--- config.mk ---
export PLATFORM = sky130hd
export DESIGN_NAME = memory_game_ctrl
export DESIGN_NICKNAME = d
export VERILOG_FILES = /design/src/rtl/memory_game_ctrl.sv
export SDC_FILE = /design/constraint.sdc
export NUM_CORES = 1
export LEC_CHECK = 0
export CAP_MARGIN = 20
export CORE_AREA = 5 5 116 118
export DETAILED_ROUTE_END_ITERATION = 10
export DIE_AREA = 0 0 121 123
export PLACE_DENSITY = 0.78
export SYNTH_ARGS = -nofsm -noshare
export SYNTH_HDL_FRONTEND = slang
export SYNTH_SLANG_ARGS = --single-unit
--- constraint.sdc ---
create_clock -name clk -period 4.2 [get_ports clk]
set_input_delay 0.84 -clock clk [delete_from_list [all_inputs] [get_ports clk]]
set_output_delay 0.84 -clock clk [all_outputs]
set_load 0.005 [all_outputs]
--- src/rtl/memory_game_ctrl.sv ---
// rtl/memory_game_ctrl.sv - multi-round memorization game sequencer
// Shows a latched random target, collects keypad digits, scores the round and tracks level/lives.
module memory_game_ctrl #(
    parameter int MAX_DIGITS   = 8,
    parameter int START_DIGITS = 4,
    parameter int LIVES        = 3,
    parameter int SHOW_TICKS   = 6,
    parameter int ENTER_TICKS  = 20,
    parameter int RESULT_TICKS = 3
) (
    input  logic                    clk,
    input  logic                    rst,
    input  logic                    tick_en,
    input  logic                    start,
    input  logic [4*MAX_DIGITS-1:0] rand_val,
    input  logic                    key_valid,
    input  logic [3:0]              key_val,
    output logic [2:0]              phase,
    output logic [4*MAX_DIGITS-1:0] target,
    output logic [4*MAX_DIGITS-1:0] entry,
    output logic [3:0]              entry_cnt,
    output logic [3:0]              cur_len,
    output logic [2:0]              lives_left,
    output logic [7:0]              score,
    output logic                    pass,
    output logic                    fail
);
    localparam int W = 4 * MAX_DIGITS;
    localparam logic [7:0] SHOW_T   = 8'(SHOW_TICKS);
    localparam logic [7:0] ENTER_T  = 8'(ENTER_TICKS);
    localparam logic [7:0] RESULT_T = 8'(RESULT_TICKS);
    localparam logic [3:0] START_L  = 4'(START_DIGITS);
    localparam logic [3:0] MAX_L    = 4'(MAX_DIGITS);
    localparam logic [2:0] LIVES_L  = 3'(LIVES);

    typedef enum logic [2:0] {
        PH_IDLE   = 3'd0,
        PH_SHOW   = 3'd1,
        PH_ENTER  = 3'd2,
        PH_RESULT = 3'd3,
        PH_OVER   = 3'd4
    } phase_t;

    phase_t       r_phase, w_phase_nxt;
    logic [W-1:0] r_target, w_target_nxt;
    logic [W-1:0] r_entry, w_entry_nxt;
    logic [3:0]   r_entry_cnt, w_entry_cnt_nxt;
    logic [3:0]   r_cur_len, w_cur_len_nxt;
    logic [2:0]   r_lives, w_lives_nxt;
    logic [7:0]   r_score, w_score_nxt;
    logic [7:0]   r_timer, w_timer_nxt;
    logic         r_pass, w_pass_nxt;
    logic         r_fail, w_fail_nxt;
    logic         r_res_pass, w_res_pass_nxt;

    logic         w_key_digit;
    logic [W-1:0] w_entry_shift;
    logic [3:0]   w_cnt_inc;
    logic [3:0]   w_len_up;

    function automatic logic [W-1:0] mask_digits(input logic [W-1:0] v, input logic [3:0] len);
        logic [W-1:0] m;
        m = '0;
        for (int i = 0; i < MAX_DIGITS; i++) begin
            if (i < int'(len)) m[4*i +: 4] = v[4*i +: 4];
        end
        return m;
    endfunction

    assign w_key_digit   = key_valid && (key_val <= 4'd9);
    assign w_entry_shift = {r_entry[W-5:0], key_val};
    assign w_cnt_inc     = r_entry_cnt + 4'd1;
    assign w_len_up      = (r_cur_len < MAX_L) ? r_cur_len + 4'd1 : r_cur_len;

    always_ff @(posedge clk or posedge rst) begin
        if (rst) begin
            r_phase     <= PH_IDLE;
            r_target    <= '0;
            r_entry     <= '0;
            r_entry_cnt <= '0;
            r_cur_len   <= START_L;
            r_lives     <= LIVES_L;
            r_score     <= '0;
            r_timer     <= '0;
            r_pass      <= 1'b0;
            r_fail      <= 1'b0;
            r_res_pass  <= 1'b0;
        end else begin
            r_phase     <= w_phase_nxt;
            r_target    <= w_target_nxt;
            r_entry     <= w_entry_nxt;
            r_entry_cnt <= w_entry_cnt_nxt;
            r_cur_len   <= w_cur_len_nxt;
            r_lives     <= w_lives_nxt;
            r_score     <= w_score_nxt;
            r_timer     <= w_timer_nxt;
            r_pass      <= w_pass_nxt;
            r_fail      <= w_fail_nxt;
            r_res_pass  <= w_res_pass_nxt;
        end
    end

    always_comb begin
        w_phase_nxt     = r_phase;
        w_target_nxt    = r_target;
        w_entry_nxt     = r_entry;
        w_entry_cnt_nxt = r_entry_cnt;
        w_cur_len_nxt   = r_cur_len;
        w_lives_nxt     = r_lives;
        w_score_nxt     = r_score;
        w_timer_nxt     = r_timer;
        w_pass_nxt      = 1'b0;
        w_fail_nxt      = 1'b0;
        w_res_pass_nxt  = r_res_pass;
        case (r_phase)
            PH_IDLE, PH_OVER: begin
                if (start) begin
                    w_cur_len_nxt = START_L;
                    w_lives_nxt   = LIVES_L;
                    w_score_nxt   = '0;
                    w_target_nxt  = mask_digits(rand_val, START_L);
                    w_timer_nxt   = SHOW_T;
                    w_phase_nxt   = PH_SHOW;
                end
            end
            PH_SHOW: begin
                if (tick_en) begin
                    if (r_timer == 8'd1) begin
                        w_entry_nxt     = '0;
                        w_entry_cnt_nxt = '0;
                        w_timer_nxt     = ENTER_T;
                        w_phase_nxt     = PH_ENTER;
                    end else begin
                        w_timer_nxt = r_timer - 8'd1;
                    end
                end
            end
            PH_ENTER: begin
                if (w_key_digit) begin
                    w_entry_nxt     = w_entry_shift;
                    w_entry_cnt_nxt = w_cnt_inc;
                end
                // A completing key outranks a coincident timeout tick.
                if (w_key_digit && (w_cnt_inc == r_cur_len)) begin
                    w_phase_nxt    = PH_RESULT;
                    w_timer_nxt    = RESULT_T;
                    w_res_pass_nxt = (w_entry_shift == r_target);
                    w_pass_nxt     = (w_entry_shift == r_target);
                    w_fail_nxt     = (w_entry_shift != r_target);
                end else if (tick_en) begin
                    if (r_timer == 8'd1) begin
                        w_phase_nxt    = PH_RESULT;
                        w_timer_nxt    = RESULT_T;
                        w_res_pass_nxt = 1'b0;
                        w_fail_nxt     = 1'b1;
                    end else begin
                        w_timer_nxt = r_timer - 8'd1;
                    end
                end
            end
            PH_RESULT: begin
                if (tick_en) begin
                    if (r_timer != 8'd1) begin
                        w_timer_nxt = r_timer - 8'd1;
                    end else if (r_res_pass) begin
                        w_score_nxt   = (r_score == 8'hFF) ? r_score : r_score + 8'd1;
                        w_cur_len_nxt = w_len_up;
                        w_target_nxt  = mask_digits(rand_val, w_len_up);
                        w_timer_nxt   = SHOW_T;
                        w_phase_nxt   = PH_SHOW;
                    end else begin
                        w_lives_nxt = r_lives - 3'd1;
                        if (r_lives == 3'd1) begin
                            w_phase_nxt = PH_OVER;
                        end else begin
                            w_target_nxt = mask_digits(rand_val, r_cur_len);
                            w_timer_nxt  = SHOW_T;
                            w_phase_nxt  = PH_SHOW;
                        end
                    end
                end
            end
            default: w_phase_nxt = PH_IDLE;
        endcase
    end

    assign phase      = r_phase;
    assign target     = r_target;
    assign entry      = r_entry;
    assign entry_cnt  = r_entry_cnt;
    assign cur_len    = r_cur_len;
    assign lives_left = r_lives;
    assign score      = r_score;
    assign pass       = r_pass;
    assign fail       = r_fail;
endmodule

==> results of run 1 <==
-- stage by stage --
step,power (mW),hold slack [ns],setup slack [ns],instances
after floorplan,1.74,0.490,0.831,452
after global placement,2.11,0.485,1.15,730
after detailed placement,2.14,0.498,1.10,730
after CTS,2.93,0.520,1.31,745
after global routing,3.07,0.535,1.13,745
final,2.92,0.514,1.24,745
-- cell families (layout without fill, tap and decap cells) --
family,count (synthesis),count (layout),synth area share
and+or+nand+nor,129,129,0.133
muxes,5,5,0.0109
adders and majority gates,8,8,0.0207
buffers and inverters,37,158,0.0327
AOI/OAI and AO/OA,129,129,0.214
xor gates and xnor gates,47,47,0.0853
DFF,97,97,0.504
-- power by group through the flow --
stage                     Combinational (mW)  Sequential [mW]  Clock (mW)
after floorplan                        0.532             1.20           0
after global placement                 0.834             1.28           0
after detailed placement               0.855             1.29           0
after CTS                              0.861             1.27       0.794
after global routing                   0.943             1.29       0.832
final                                  0.861             1.27       0.784
-- routing by layer --
layer	GRT usage	vias to the layer above
met2	0.329	178
met3	0.0343	23
met5	0	-
met1	0.262	2118
li1	-	1901
met4	0.0708	0
-- sequential cells by signal, summed over array words and instances (netlist names) --
name and count:
entry_cnt 4, target 32, pass 1, lives_left 3
score 8, entry 32, phase 3, fail 1
r_res_pass 1, cur_len 4, r_timer 8
-- path summary, 6_finish.rpt --
check                                       start  slack, ns  cells after the start                     end
min reg2reg                 entry[30]$_DFFE_PP0P_       0.51                      1   entry[30]$_DFFE_PP0P_
min in group asynchronous                     rst       0.93                      3          fail$_DFF_PP0_
max in group asynchronous                     rst       2.85                      3  cur_len[2]$_DFFE_PP1P_
max                        r_timer[3]$_DFFE_PP0P_       1.24                      6  target[27]$_DFFE_PP0P_
max reg2reg                r_timer[3]$_DFFE_PP0P_       1.24                      6  target[27]$_DFFE_PP0P_
min                         entry[30]$_DFFE_PP0P_       0.51                      1   entry[30]$_DFFE_PP0P_
-- area by class of cell --
class | count | area (sq um)
clock inverters | 6 | 50.0
fillers | 1098 | 5830
multi-input cells | 318 | 2240
clock buffers | 9 | 225
inverters | 11 | 42.5
repair buffers | 132 | 1320
well taps | 172 | 215
flip-flops and latches | 97 | 2430
-- placed cells by master, fill, tap and decap left out, drive strengths merged, types with 2 or more instances in the layout --
| master | instances |
|---|---|
| ha | 8 |
| nor2 | 32 |
| nand2b | 7 |
| o31ai | 4 |
| or3 | 2 |
| a31oi | 3 |
| clkdlybuf4s50 | 128 |
| nand3b | 2 |
| a22o | 62 |
| a22oi | 2 |
| dfstp | 3 |
| a31o | 6 |
| o21ai | 14 |
| nand2 | 29 |
| mux2 | 2 |
| a2bb2oi | 2 |
| nor4 | 10 |
| a221oi | 3 |
| nor2b | 3 |
| nor3 | 6 |
| and2 | 7 |
| o2bb2ai | 2 |
| inv | 14 |
| a21oi | 12 |
| buf | 4 |
| o41ai | 2 |
| and3 | 4 |
| dfrtp | 94 |
| xor2 | 42 |
| mux2i | 3 |
| a211oi | 4 |
| a21o | 4 |
| clkinv | 2 |
| clkbuf | 9 |
| xnor2 | 5 |
| nand4 | 7 |
| nand3 | 17 |
-- synthesized netlist by cell type (3+ instances only) --
cell,count,area share
dfrtp_1,94,0.49
clkbuf_1,18,0.014
a221oi_1,3,0.0054
nor2b_1,3,0.0039
ha_1,8,0.021
nand3_1,17,0.018
nor2_1,32,0.025
inv_1,11,0.0086
and2_1,7,0.0091
a31oi_1,3,0.0039
nand2_1,29,0.023
a31o_2,5,0.0091
o21ai_1,3,0.0031
xor2_1,42,0.076
o31ai_1,4,0.0062
xnor2_1,5,0.0091
a21oi_1,10,0.010
a22o_1,62,0.11
buf_2,3,0.0031
nand2b_1,7,0.0091
buf_1,3,0.0023
a21o_1,4,0.0062
and3_1,4,0.0052
o21ai_0,11,0.011
a211oi_1,3,0.0047
dfstp_2,3,0.016
mux2i_1,3,0.0062
nand4_1,7,0.0091
nor3_1,6,0.0062
nor4_1,9,0.012
==> impl_summary.txt, run 1 <==
----------------------------------------------------
[Run status]
  Outcome ... complete, no violations

[STA]
  Final setup violation count ... 0
  Final hold violations ... 0
  Pins over their slew limit ... 0
  Worst Skew ... 0.00835 ns
  Time the final worst path needs with I/O delays and setup ... 2.96 ns
  Normalized max-slew margin ... 0.517
  Maximum clock frequency ... 338 MHz
  Least-Margin Pin Slew ... 0.721 ns
  TNS Setup ... 0 ns
  Unrepaired setup endpoints after global routing ... no
  Post-route fraction of the period consumed by the critical path ... 0.705

[Setup path]
  Data required, critical path ... 4.48 ns
  Cell breakdown of the critical path ... nor4_2 > nand3_1 > a21oi_1 > nand3_1 > a211oi_1 > a22o_1
  Critical path buffers and inverters ... 0
  Startpoint kind of the worst setup timing path ... flop
  Cell family contributing the most delay on the critical path ... compound AO/OA/AOI/OAI gates
  Max FO, Critical Path ... 13
  Crit-path slowest cell ... a211oi_1
  CP Capture Type ... flop
  Arrival time reported for the critical path endpoint ... 3.24 ns
  CP most frequent cell ... nand3_1
  Worst path max stage delay ... 0.61 ns
  Crit Path Class ... flop to flop

[Route]
  Total via count in the routed design ... 4,220
  Post-route ant nets ... 0
  Highest routing layer actually used ... met4
  Routed met2 length ... 7300 um
  Vias/cell ... 5.66
  DRC Markers ... 0
  First-iteration detailed-routing DRC count ... 493
  Met3 WL post-DR ... 979 um
  WL/cell ... 19.8 um
  Met1 wire length ... 6140 um
  1st-pass router iterations ... 5
  Final wirelength ... 14,800 um

[Logic synthesis]
  Count of flip-flops with a built-in enable after synthesis ... 0
  Synthesized instance count ... 452
  Count of state elements after synthesis ... 97
  Predominant post-synthesis flop cell ... dfrtp_1
  Average instance area after synthesis ... 10.7 sq um
  Number of distinct library cells after synthesis ... 54
  Share of synthesized area occupied by flip-flops and latches ... 0.504
  Async S/R FF share, synth ... 1.00
  Cell area after synthesis ... 4830 sq um
  Synthesized net count ... 501
  Synth Warn # ... 0

[Floorplan]
  Starting density of the core ... 0.390
  Core box area ... 12,400 sq um
  Width of the die ... 121 um
  Total number of placement rows ... 41
  Height of the die ... 123 um
  IO Pins ... 129
  Area of the die ... 14,900 sq um

[CTS]
  TritonCTS Sinks ... 97
  Clock buffers created by TritonCTS ... 9
  CTS root buffer ... clkbuf_16
  Hold buffers post-CTS ... 0
  Post-cts repair resize count ... 0
  Clock-pin slew on the worst setup and hold paths ... 0.07 ns
  Post-CTS setup-driven buffer insertion count ... 0
  CTS tree ... yes
  Clock Tree Buf Depth ... 2
  Worst-Skew Late Latency ... 0.34 ns
  H-Tree Depth ... 3

[Global route]
  Global-route wire length before repair ... 23,200 um
  Total grt overflow ... 0
  Number of global-route vias before repair ... 4,305
  Maximum number of pins on one net before global-route repair ... 98
  Number of antenna violations at the first check in global routing ... 0
  GR Util All Layers ... 0.198

[Pwr]
  Reg power frac ... 0.436
  Sw Ratio ... 0.338
  Peak VDD IR ... 0.296 mV
  PwrDens ... 447 nW/um^2
  Leakage power total ... 2.96 nW
  Internal power contribution ... 1.93 mW
  Clock group share of total power ... 0.269
  Logic pwr share ... 0.295
  Net load switching power ... 987 uW

[Job]
  Max Cap Violations ... 0

[Placement]
  Number of buffers inserted by port buffering ... 128
  HPWL after detailed placement ... 10,800 um
  Placed inst area ... 6250 sq um
  Gp weighted congestion ... 0.860

[Finish]
  Number of antenna repair diodes ... 0
  Area growth from synthesis to final layout ... 35.3%
  Post-route design area ... 6530 sq um
  Final #Nets ... 618
  Post-route core utilization ... 0.528
  Layout cells sized above 1 ... 0.0628

[Worst hold path]
  Class of the tightest hold or removal check ... flop to flop

----------------------------------------------------
No activity file was read; power rests on OpenSTA's default activity.
==> inputs of run 2 (changes only) <==
Clock period 4.2 ns to 3 ns, I/O delays scaled along.
==> impl_summary.txt, run 2 (synthesis results as in run 1) <==
----------------------------------------------------
[Run status]
  Outcome ... complete, no violations

[STA]
  Maximum clock frequency ... 388 MHz (+15%)
  Pins over their slew limit ... 0 (unchanged)
  Post-Route Hold Slack ... 0.508 ns (-0.00574 ns)
  TNS Setup ... 0 ns (unchanged)
  Post-route fraction of the period consumed by the critical path ... 0.859 (+0.155)
  Least-Margin Pin Slew ... 0.667 ns (-0.0532 ns)
  Worst Skew ... 0.00876 ns (+0.000407 ns)
  Normalized max-slew margin ... 0.549 (+0.0321)
  Unrepaired setup endpoints after global routing ... no
  Final hold violations ... 0 (unchanged)
  Time the final worst path needs with I/O delays and setup ... 2.58 ns (-0.382 ns)
  Final setup violation count ... 0 (unchanged)

[Placement]
  Placed inst area ... 6320 sq um (+1.0%)
  Number of buffers inserted by port buffering ... 128 (unchanged)
  Number of instances in the placed design ... 738 (+1.1%)
  Gp weighted congestion ... 0.920 (+7.0%)
  HPWL after detailed placement ... 10,800 um (-0.29%)

[Setup path]
  Slack of the worst reg-to-reg path ... 0.42 ns (-0.82 ns)
  Max FO, Critical Path ... 8 (-5)
  Worst R2R Path Depth ... 6 (unchanged)
  Data required, critical path ... 3.28 ns (-1.20 ns)
  Crit Path Class ... flop to flop
  Launching instance or port of the critical path ... r_timer[3]$_DFFE_PP0P_
  Arrival time reported for the critical path endpoint ... 2.86 ns (-0.38 ns)
  Startpoint kind of the worst setup timing path ... flop
  CP Capture Type ... flop
  End of the worst register-to-register path ... target[16]$_DFFE_PP0P_
  Startpoint of the worst-slack reg-to-reg timing path ... r_timer[3]$_DFFE_PP0P_

[Pwr]
  Leakage power total ... 3.03 nW (+2.3%)
  PwrDens ... 649 nW/um^2 (+45%)
  Peak VDD IR ... 0.368 mV (+24%)

[Route]
  First-iteration detailed-routing DRC count ... 516 (+4.7%)
  Vias/cell ... 5.57 (-1.6%)
  1st-pass router iterations ... 5 (unchanged)
  Final wirelength ... 14,600 um (-1.2%)
  Post-route ant nets ... 0 (unchanged)
  WL/cell ... 19.3 um (-2.4%)
  Total via count in the routed design ... 4,203 (-0.40%)
  DRC Markers ... 0 (unchanged)

[Global route]
  Total grt overflow ... 0 (unchanged)
  Maximum number of pins on one net before global-route repair ... 98 (unchanged)
  GR Util All Layers ... 0.197 (-0.00102)
  Number of global-route vias before repair ... 4,236 (-1.6%)
  Global-route wire length before repair ... 23,200 um (about the same)
  Number of antenna violations at the first check in global routing ... 0 (unchanged)

[Worst hold path]
  Endpoint, Worst Hold ... entry[29]$_DFFE_PP0P_
  Hold Crit Start ... entry[29]$_DFFE_PP0P_
  Hold Path Cell Cnt ... 1 (unchanged)
  Class of the tightest hold or removal check ... flop to flop

[CTS]
  Hold buffers post-CTS ... 0 (unchanged)
  Worst-Skew Late Latency ... 0.34 ns (about the same)
  Post-CTS setup-driven buffer insertion count ... 0 (unchanged)
  Clock buffers created by TritonCTS ... 9 (unchanged)
  Post-cts repair resize count ... 0 (unchanged)
  Clock-pin slew on the worst setup and hold paths ... 0.07 ns (about the same)
  CTS tree ... yes
  H-Tree Depth ... 3 (unchanged)
  TritonCTS Sinks ... 97 (unchanged)
  CTS root buffer ... clkbuf_16
  Clock Tree Buf Depth ... 2 (unchanged)

[Finish]
  Area growth from synthesis to final layout ... 37.9%
  Most common cell after layout, fill and taps aside ... clkdlybuf4s50_1
  Post-route design area ... 6650 sq um (+1.9%)
  Post-route core utilization ... 0.538 (+0.0100)
  Layout cells sized above 1 ... 0.0773 (+0.0145)
  Most frequent cells in the layout ... clkdlybuf4s50_1, dfrtp_1, a22o_1
  Final #Nets ... 626 (+1.3%)
  Number of standard cells in the final layout excluding fillers ... 754 (+1.2%)
  Number of antenna repair diodes ... 0 (unchanged)

[Floorplan]
  Area of the die ... 14,900 sq um (unchanged)
  Starting density of the core ... 0.390 (unchanged)
  Height of the die ... 123 um (unchanged)
  Width of the die ... 121 um (unchanged)
  Total number of placement rows ... 41 (unchanged)
  IO Pins ... 129 (unchanged)
  Core box area ... 12,400 sq um (unchanged)

[Job]
  Max Cap Violations ... 0 (unchanged)

----------------------------------------------------
[run 2: changes by cell type in the layout (fill, tap and decap cells not counted), sizes merged]
| cell | previous run | this run |
|---|---|---|
| buf | 4 | 12 |
| bufinv | 0 | 2 |
| clkbuf | 9 | 10 |
| clkinv | 2 | 1 |
| inv | 14 | 13 |
[run 2: area by class of cell]
type / instances / area [sq um]
Clock buffer: 10 / 239
Tap cell: 172 / 215
Sequential cell: 97 / 2430
Timing Repair Buffer: 140 / 1380
Fill cell: 1089 / 5710
Clock inverter: 6 / 97.6
Multi-Input combinational cell: 318 / 2240
Inverter: 11 / 45.0
[run 2: how the worst max path moves through the flow]
stage	endpoint	slack, ns	depth (start not counted)
3_3_place_gp	r_timer[7]$_DFFE_PP0P_	0.22	7
2_1_floorplan	r_timer[5]$_DFFE_PP0P_	0.70	8
5_1_grt	target[16]$_DFFE_PP0P_	0.25	6
6_report	target[16]$_DFFE_PP0P_	0.42	6
3_5_place_dp	r_timer[5]$_DFFE_PP0P_	0.16	7
4_1_cts	target[16]$_DFFE_PP0P_	0.45	6
[run 2: critical path: stages (launching register included)]
cell,delay (ns)
dfrtp_1,0.46
nor4_2,0.49
nand3_1,0.37
a21oi_1,0.36
nand3_1,0.21
a211oi_2,0.41
a22o_1,0.21
[run 2: through the flow]
stage | setup slack, ns | power (mW)
6_report | 0.422 | 4.32
4_1_cts | 0.450 | 4.32
3_5_place_dp | 0.163 | 3.03
5_1_grt | 0.248 | 4.53
3_3_place_gp | 0.222 | 2.99
2_1_floorplan | 0.696 | 2.43
[run 2: metal layers]
| metal | GRT usage | up-vias | wire, um |
|---|---|---|---|
| li1 | - | 1924 | - |
| met1 | 0.275 | 2091 | 6370 |
| met2 | 0.316 | 173 | 7170 |
| met5 | 0 | - | 0 |
| met3 | 0.0371 | 15 | 892 |
| met4 | 0.0524 | 0 | 139 |
[run 2: power breakdown]
group	leakage (nW)	internal, mW	total, mW	switching, mW
Clock	0.166	0.767	1.29	0.522
Combinational	1.57	0.667	1.27	0.599
Sequential	1.30	1.49	1.76	0.271
==> inputs of run 3 (changes only) <==
Settings changed: SKIP_CTS_REPAIR_TIMING set to 1.
==> results of run 3 <==
The final DEF is identical to that of run 2; final timing and power are the same.
